<file path="config.mk">
export PLATFORM = sky130hd
export DESIGN_NAME = mem_stage
export DESIGN_NICKNAME = d
export VERILOG_FILES = /design/src/rtl/mem_stage.sv
export SDC_FILE = /design/constraint.sdc
export NUM_CORES = 2
export LEC_CHECK = 0
export ABC_AREA = 0
export BUFFER_PORTS_ARGS = -buffer_cell sky130_fd_sc_hd__buf_2
export CAP_MARGIN = 20
export CORE_MARGIN = 2
export CORE_UTILIZATION = 62
export CTS_CLUSTER_DIAMETER = 50
export DETAILED_ROUTE_END_ITERATION = 7
export PLACE_DENSITY = 0.8
export SETUP_SLACK_MARGIN = 0.2
export SYNTH_ARGS = -nofsm -noshare
export SYNTH_HDL_FRONTEND = slang
export SYNTH_SLANG_ARGS = --single-unit
export TNS_END_PERCENT = 50
</file>
<file path="constraint.sdc">
create_clock -name clk -period 4.25 [get_ports clk]
set_clock_uncertainty 0.15 [all_clocks]
set_input_delay 0.85 -clock clk [delete_from_list [all_inputs] [get_ports clk]]
set_output_delay 0.85 -clock clk [all_outputs]
set_load 0.02 [all_outputs]
</file>
<file path="src/rtl/mem_stage.sv">
// Data-memory pipeline stage: captures an EX result, performs a word load/store
// with a programmable latency, and presents a registered writeback bundle.
module mem_stage #(
  parameter int DEPTH       = 64,
  parameter int MEM_LATENCY = 2
) (
  input  logic        clk,
  input  logic        reset,
  input  logic        stall_flag_mem_in,
  input  logic        valid_in,
  input  logic        mem_read,
  input  logic        mem_write,
  input  logic        reg_write,
  input  logic        mem_to_reg,
  input  logic [4:0]  write_reg,
  input  logic [31:0] alu_result,
  input  logic [31:0] store_data,
  output logic        stall_flag_mem_out,
  output logic        mem_busy,
  output logic        valid_out,
  output logic [31:0] read_data,
  output logic [31:0] alu_result_out,
  output logic [4:0]  write_reg_out,
  output logic        reg_write_out,
  output logic        mem_to_reg_out,
  output logic        misaligned
);

  localparam int         AW       = (DEPTH > 1) ? $clog2(DEPTH) : 1;
  localparam logic [0:0] IDLE     = 1'b0;
  localparam logic [0:0] WAIT     = 1'b1;
  localparam logic [3:0] CNT_INIT = 4'(MEM_LATENCY - 2);

  logic [0:0]    state;
  logic [3:0]    cnt;
  logic          pend;
  logic          p_rd, p_wr, p_rw, p_m2r;
  logic [4:0]    p_wreg;
  logic [31:0]   p_addr, p_sdata;
  logic [31:0]   mem [0:DEPTH-1] = '{default: '0};

  logic          cap, fire, p_mem, bad;
  logic [AW-1:0] idx;

  // The captured op is held in pend until the FSM is back in IDLE; the access
  // and the output pulse happen together on that edge.
  assign cap      = (state == IDLE) && valid_in && !stall_flag_mem_in;
  assign fire     = pend && (state == IDLE);
  assign p_mem    = p_rd || p_wr;
  assign bad      = p_mem && ((p_addr[1:0] != 2'b00) ||
                              ({2'b00, p_addr[31:2]} >= 32'(DEPTH)));
  assign idx      = p_addr[AW+1:2];
  assign mem_busy = (state == WAIT);

  always_ff @(posedge clk or negedge reset) begin
    if (!reset) begin
      state   <= IDLE;
      cnt     <= '0;
      pend    <= 1'b0;
      p_rd    <= 1'b0;
      p_wr    <= 1'b0;
      p_rw    <= 1'b0;
      p_m2r   <= 1'b0;
      p_wreg  <= '0;
      p_addr  <= '0;
      p_sdata <= '0;
    end else begin
      if (cap) begin
        pend    <= 1'b1;
        p_rd    <= mem_read;
        p_wr    <= mem_write;
        p_rw    <= reg_write;
        p_m2r   <= mem_to_reg;
        p_wreg  <= write_reg;
        p_addr  <= alu_result;
        p_sdata <= store_data;
      end else if (fire) begin
        pend <= 1'b0;
      end
      if (state == IDLE) begin
        if (cap && (mem_read || mem_write) && (MEM_LATENCY > 1)) begin
          state <= WAIT;
          cnt   <= CNT_INIT;
        end
      end else if (cnt == 4'd0) begin
        state <= IDLE;
      end else begin
        cnt <= cnt - 4'd1;
      end
    end
  end

  always_ff @(posedge clk or negedge reset) begin
    if (!reset) begin
      stall_flag_mem_out <= 1'b0;
      valid_out          <= 1'b0;
      misaligned         <= 1'b0;
      read_data          <= '0;
      alu_result_out     <= '0;
      write_reg_out      <= '0;
      reg_write_out      <= 1'b0;
      mem_to_reg_out     <= 1'b0;
    end else begin
      stall_flag_mem_out <= stall_flag_mem_in;
      valid_out          <= fire;
      misaligned         <= fire && bad;
      if (fire) begin
        // Read-before-write: a combined load/store returns the old word.
        read_data      <= (p_rd && !bad) ? mem[idx] : '0;
        alu_result_out <= p_addr;
        write_reg_out  <= p_wreg;
        reg_write_out  <= p_rw && !bad && !(p_wr && !p_rd);
        mem_to_reg_out <= p_m2r;
      end
    end
  end

  // Memory is deliberately outside the reset domain.
  always_ff @(posedge clk) begin
    if (fire && p_wr && !bad) mem[idx] <= p_sdata;
  end

endmodule

</file>
; Word level (Yosys, flattened, before mapping)
; Memory sizes are Yosys's and may differ from the RTL's.
; Cells that the tools add are included.
[word_totals]
regBits = 153
mem_bits_rw = 2048
input_bits = 77
output_inout_bits = 75
word_cells = 58
mem_count = 1
[classes]
n_addsub = 1
n_lt_le_gt_ge = 1
eq_ne = 1
muxes = 11
bitwise = 1
reduce_logical = 24
[memory_table]
columns = name, words, word_bits, read_ports, rd_ports_with_merged_regs, wr, line
row1 = mem, 64, 32, 1, 0, 1, 40  ; logic [31:0] mem [0:DEPTH-1] = '{default: '0};
[ops]
columns = op, count
row1 = $mux 32, 1
row2 = $ge 30x7->1 const B, 1
row3 = $logic_and 1x1->1, 12
row4 = $mux 4, 3
row5 = $mux 1, 7
row6 = $reduce_bool 2->1, 3
row7 = $logic_not 1->1, 4
row8 = $logic_not 4->1, 1
row9 = $sub 4x1->4 const B, 1
row10 = $logic_or 1x1->1, 3
row11 = $ne 2x2->1 const B, 1
row12 = $reduce_and 2->1, 1
row13 = $not 1->1, 1

; Depth between registers and ports, before layout
[depth]
ltp_word = 7
mapped_depth = 11
mapped_depth_nobuf = 7

; Worst setup path after synthesis
; Ideal clock, no wire load.
[synth_path]
kind = reg-to-reg
startpoint = register p_addr[23]
endpoint = memory mem[47][0], enable pin
setup_time_ps = 421
arrival_time_ps = 3282
t_required_ps = 3679
slack_ps = 397
stages_incl_launch_ff = 7
path_buffers = 1
synth_period_minus_slack_ps = 3853
path_cell_list = dfrtp_1 -> or4_4 -> nor3_1 -> and3_1 -> clkbuf_1 -> nand3_1 -> nor2_1
[synth_via]
elab_chain_cells = 7
[synth_lines]
columns = item, line
row1 = "start, declared", 39  ; logic [31:0] p_addr, p_sdata;
row2 = "start signal, assigned", 75  ; p_addr <= alu_result;
row3 = $ge 30x7->1, 51  ; ({2'b00, p_addr[31:2]} >= 32'(DEPTH)));
row4 = $logic_or 1x1->1, 50  ; assign bad = p_mem && ((p_addr[1:0] != 2'b00) ||
row5 = $logic_and 1x1->1, 50
row6 = $logic_not 1->1, 120  ; if (fire && p_wr && !bad) mem[idx] <= p_sdata;
row7 = $logic_and 1x1->1, 120
row8 = $mux 1, 120
row9 = $mux 1 (not written as such), 120
row10 = "end, declared", 40
; No other way between the ends.

; Worst setup path after layout
[layout_path]
startpoint = register p_addr[2]
endpoint = register read_data[10]
[layout_via]
elab_chain_cells = 6
word_cells_on_any_way = 7
classes_between = 1 x order compare / 1 x mux / 4 x reduce/logical / 1 x memory
[layout_lines]
columns = item, line
row1 = $ge 30x7->1, 51
row2 = $logic_or 1x1->1, 50
row3 = $logic_and 1x1->1, 50
row4 = $logic_not 1->1, 109  ; read_data <= (p_rd && !bad) ? mem[idx] : '0;
row5 = $logic_and 1x1->1, 109
row6 = $mux 32 *, 109
row7 = "end signal, assigned", 109
row8 = "end, declared", 21  ; output logic [31:0] read_data,
; Mark *: on every way between the ends. The rest lies on a longest branch, timed or not.
; A chain may end at the register's enable or synchronous reset.

==> results.md <==
- Syn avg cell area: 17.7 um^2
- RSZ-0062 raised after global routing: no
- Global-route wire length before repair: 363,000 um
- Drt pass-1 iters: 7
- Routed wire length: 260,000 um
- Top sig layer: met5
- CTS buffer count: 208
- RD Place Congestion: 0.932
- Yosys reg bits: 2,201
- Hold Fails Final Rpt: 0
- Layout area overhead: 14.0%
- Vias per cell: 7.41
- TritonCTS Sinks: 2,201
- Synth top area share: 73.2%
- Count of input and output buffers: 151
- Core footprint: 135,000 um^2
- Launch point of the worst reg-to-reg path: p_addr[2]
- Crit end category: flop
- Initial Util: 62.3%
- Largest net degree at the start of global routing: 92
- R2R depth: 8
- Register area share after synthesis: 77.7%
- Row count: 135
- Min-Delay Endpoint: p_sdata[10]
- Routed Antenna Nets: 0
- Vias: 52,100
- Post-synthesis cell area: 84,100 um^2
- Die ar.: 139,000 um^2
- Syn Inst Count: 4,743
- Pleak: 31.3 nW
- I/O pins: 152
- CP Launch Type: flop
- Initial antenna violation count: 9
- Setup CP Type: reg2reg
- Met2 Wirelength: 113,000 um
- Power Density: 527 nW/um^2
- Maximum clock path buffer count: 3
- Tightest Pin Transition: 1.18 ns
- Htree depth: 4
- Post-synth ARST share: 6.95%
- Final Cycle Share: 95.9%
- GRT Util Overall: 37.5%
- Die Ht: 372 um
- Cell taking the most area after synthesis: edfxtp_1
- Hold path startpoint: store_data[10]
- Worst r2r dst: read_data[10]
- Vias in the first global route: 50,300
- Later-pin clock latency in the skew report: 0.86 ns
- Synth Flop Type: edfxtp_1
- Grt total ovfl: 0
- Arr. time, crit path: 4.70 ns
- Hold crit path type: in2reg
- Max-slew violation count: 0
- TritonCTS clock tree: built
- DP HPWL: 149,000 um
- Post-layout min period: 4.08 ns
- Final core utilization: 71.0%
- Final-report setup violation count: 0
- Clk root buf: clkbuf_16
- Final #Nets: 5,143
- Postcts setup bufs: 0
- Hold-critical path depth: 2
- Post-synth EDFFs: 2,048
- F_max: 245 MHz
- Max Cap Viol: 0
- DRT iter0 DRCs: 10,200
- Count leader, synth: edfxtp_1
- DRC viols: 0
- Layout cells sized above 1: 22.8%
- Ys Warns: 0
- Clock slew at reported path FFs: 0.07 ns
- Post-synthesis net count: 4,821
- Setup TNS: 0 ns
- Top cells by count, synth: edfxtp_1 (2,048), o22ai_1 (301), mux2i_1 (259), mux2_2 (230), nand2_1 (229)
- WL/cell: 37.0 um
- Unique masters post-synth: 64
- Relative slew slack: 20.3%
- M1 wire length: 82,500 um
- Req. time, crit path: 4.88 ns
- Routed length on met3: 41,600 um
- Critical path peak fanout: 27
- Status: finished clean
- R2r setup slk: 0.17 ns
- Maximum vdd ir drop: 0.381 mV
- Chip width: 372 um
- Most area-consuming cells after synthesis: edfxtp_1 (73%), dfrtp_1 (4.6%), mux2i_1 (3.1%)
## worst max-delay path by stage
stage	startpoint	to	slack [ns]	cells past startpoint
final	p_addr[2]	read_data[10]	0.17	8
after global routing	p_addr[8]	mem[60][16]	0.22	8
after CTS	p_addr[2]	read_data[10]	0.37	8
after detailed placement	p_addr[2]	read_data[10]	0.35	8
after global placement	p_addr[2]	read_data[10]	0.48	8
after floorplan	p_addr[23]	mem[47][0]	0.40	6
## kinds of logic (layout without fill, tap and decap cells)
kind of cell	Yosys count	count (layout)	synth area share [%]
adders and majority gates	1	1	0.0149
buffers and inverters	341	845	1.83
muxes	580	580	8.60
DFF	2201	2201	77.7
xor gates and xnor gates	1	1	0.0104
AOI/OAI and AO/OA	1104	1104	9.16
other	0	4	0
and+or+nand+nor	515	515	2.67
## metrics by stage
step / instance area [um^2] / hold slack (ns) / total power, mW / setup slack (ns) / std cells
5_1_grt: 95800 / 0.0700 / 51.3 / 0.221 / 7029
3_3_place_gp: 89000 / 0.298 / 32.3 / 0.476 / 6623
3_5_place_dp: 89100 / 0.307 / 32.5 / 0.355 / 6626
2_1_floorplan: 84100 / 0.285 / 29.3 / 0.397 / 4743
4_1_cts: 95700 / 0.0463 / 50.0 / 0.370 / 7020
6_report: 95800 / 0.0767 / 50.5 / 0.174 / 7032
## flip-flops by register name, summed over array words and instances (netlist names), 4 cells and up
signal	flops
alu_result_out	32
cnt	4
mem	2048
p_addr	32
p_sdata	32
p_wreg	5
read_data	32
write_reg_out	5
## cells in the final DEF (no fill, tap or decap), types with 50 or more instances in the layout
cell type and instances:
mux2i_1 259, dfrtp_1 118, nor2_4 65, buf_2 150, edfxtp_1 2048, buf_12 65
buf_4 226, o21ai_0 151, a211oi_1 65, a21oi_1 135, mux2_2 230, nand2_1 225
clkbuf_16 213, mux4_2 91, clkinv_1 50, a22oi_1 77, nor2_1 83, o221ai_1 163
o22ai_1 301
## where the power goes
group	total [mW]	internal [mW]	switching [mW]
Sequential	25.1	24.7	0.400
Combinational	7.42	2.15	5.27
Clock	18.0	9.94	8.03
Total	50.5	36.8	13.7
## worst max-delay path, cell delays in order (launching register included)
cell and delay [ns]:
dfrtp_4 0.78, buf_4 0.37, nand2b_4 0.66, buf_4 0.35, o22ai_1 0.12, a221o_1 0.35, a22oi_1 0.58, o2111ai_1 0.35
o21ai_0 0.24
## routing by layer
layer  track usage (%)  vias to the layer above
met3              12.0                     1202
met2              54.3                     5356
met4              27.3                        8
met5                 0                        -
met1              48.0                    25500
li1                  -                    20000
## final cells by class
cell class | count | area, um^2
Multi-Input combinational cell | 2201 | 17800
Inverter | 7 | 33.8
Antenna cell | 4 | 10.0
Tap cell | 1781 | 2230
Timing Repair Buffer | 446 | 3800
Fill cell | 7598 | 39100
Sequential cell | 2201 | 65400
Clock buffer | 269 | 5610
Clock inverter | 123 | 951
## what timing repair did
action,in CTS,in global routing
gates resized for setup,0,0
hold endpoints to repair,90,0
hold buffers,2,0
Power figures use the tool's default switching activity.
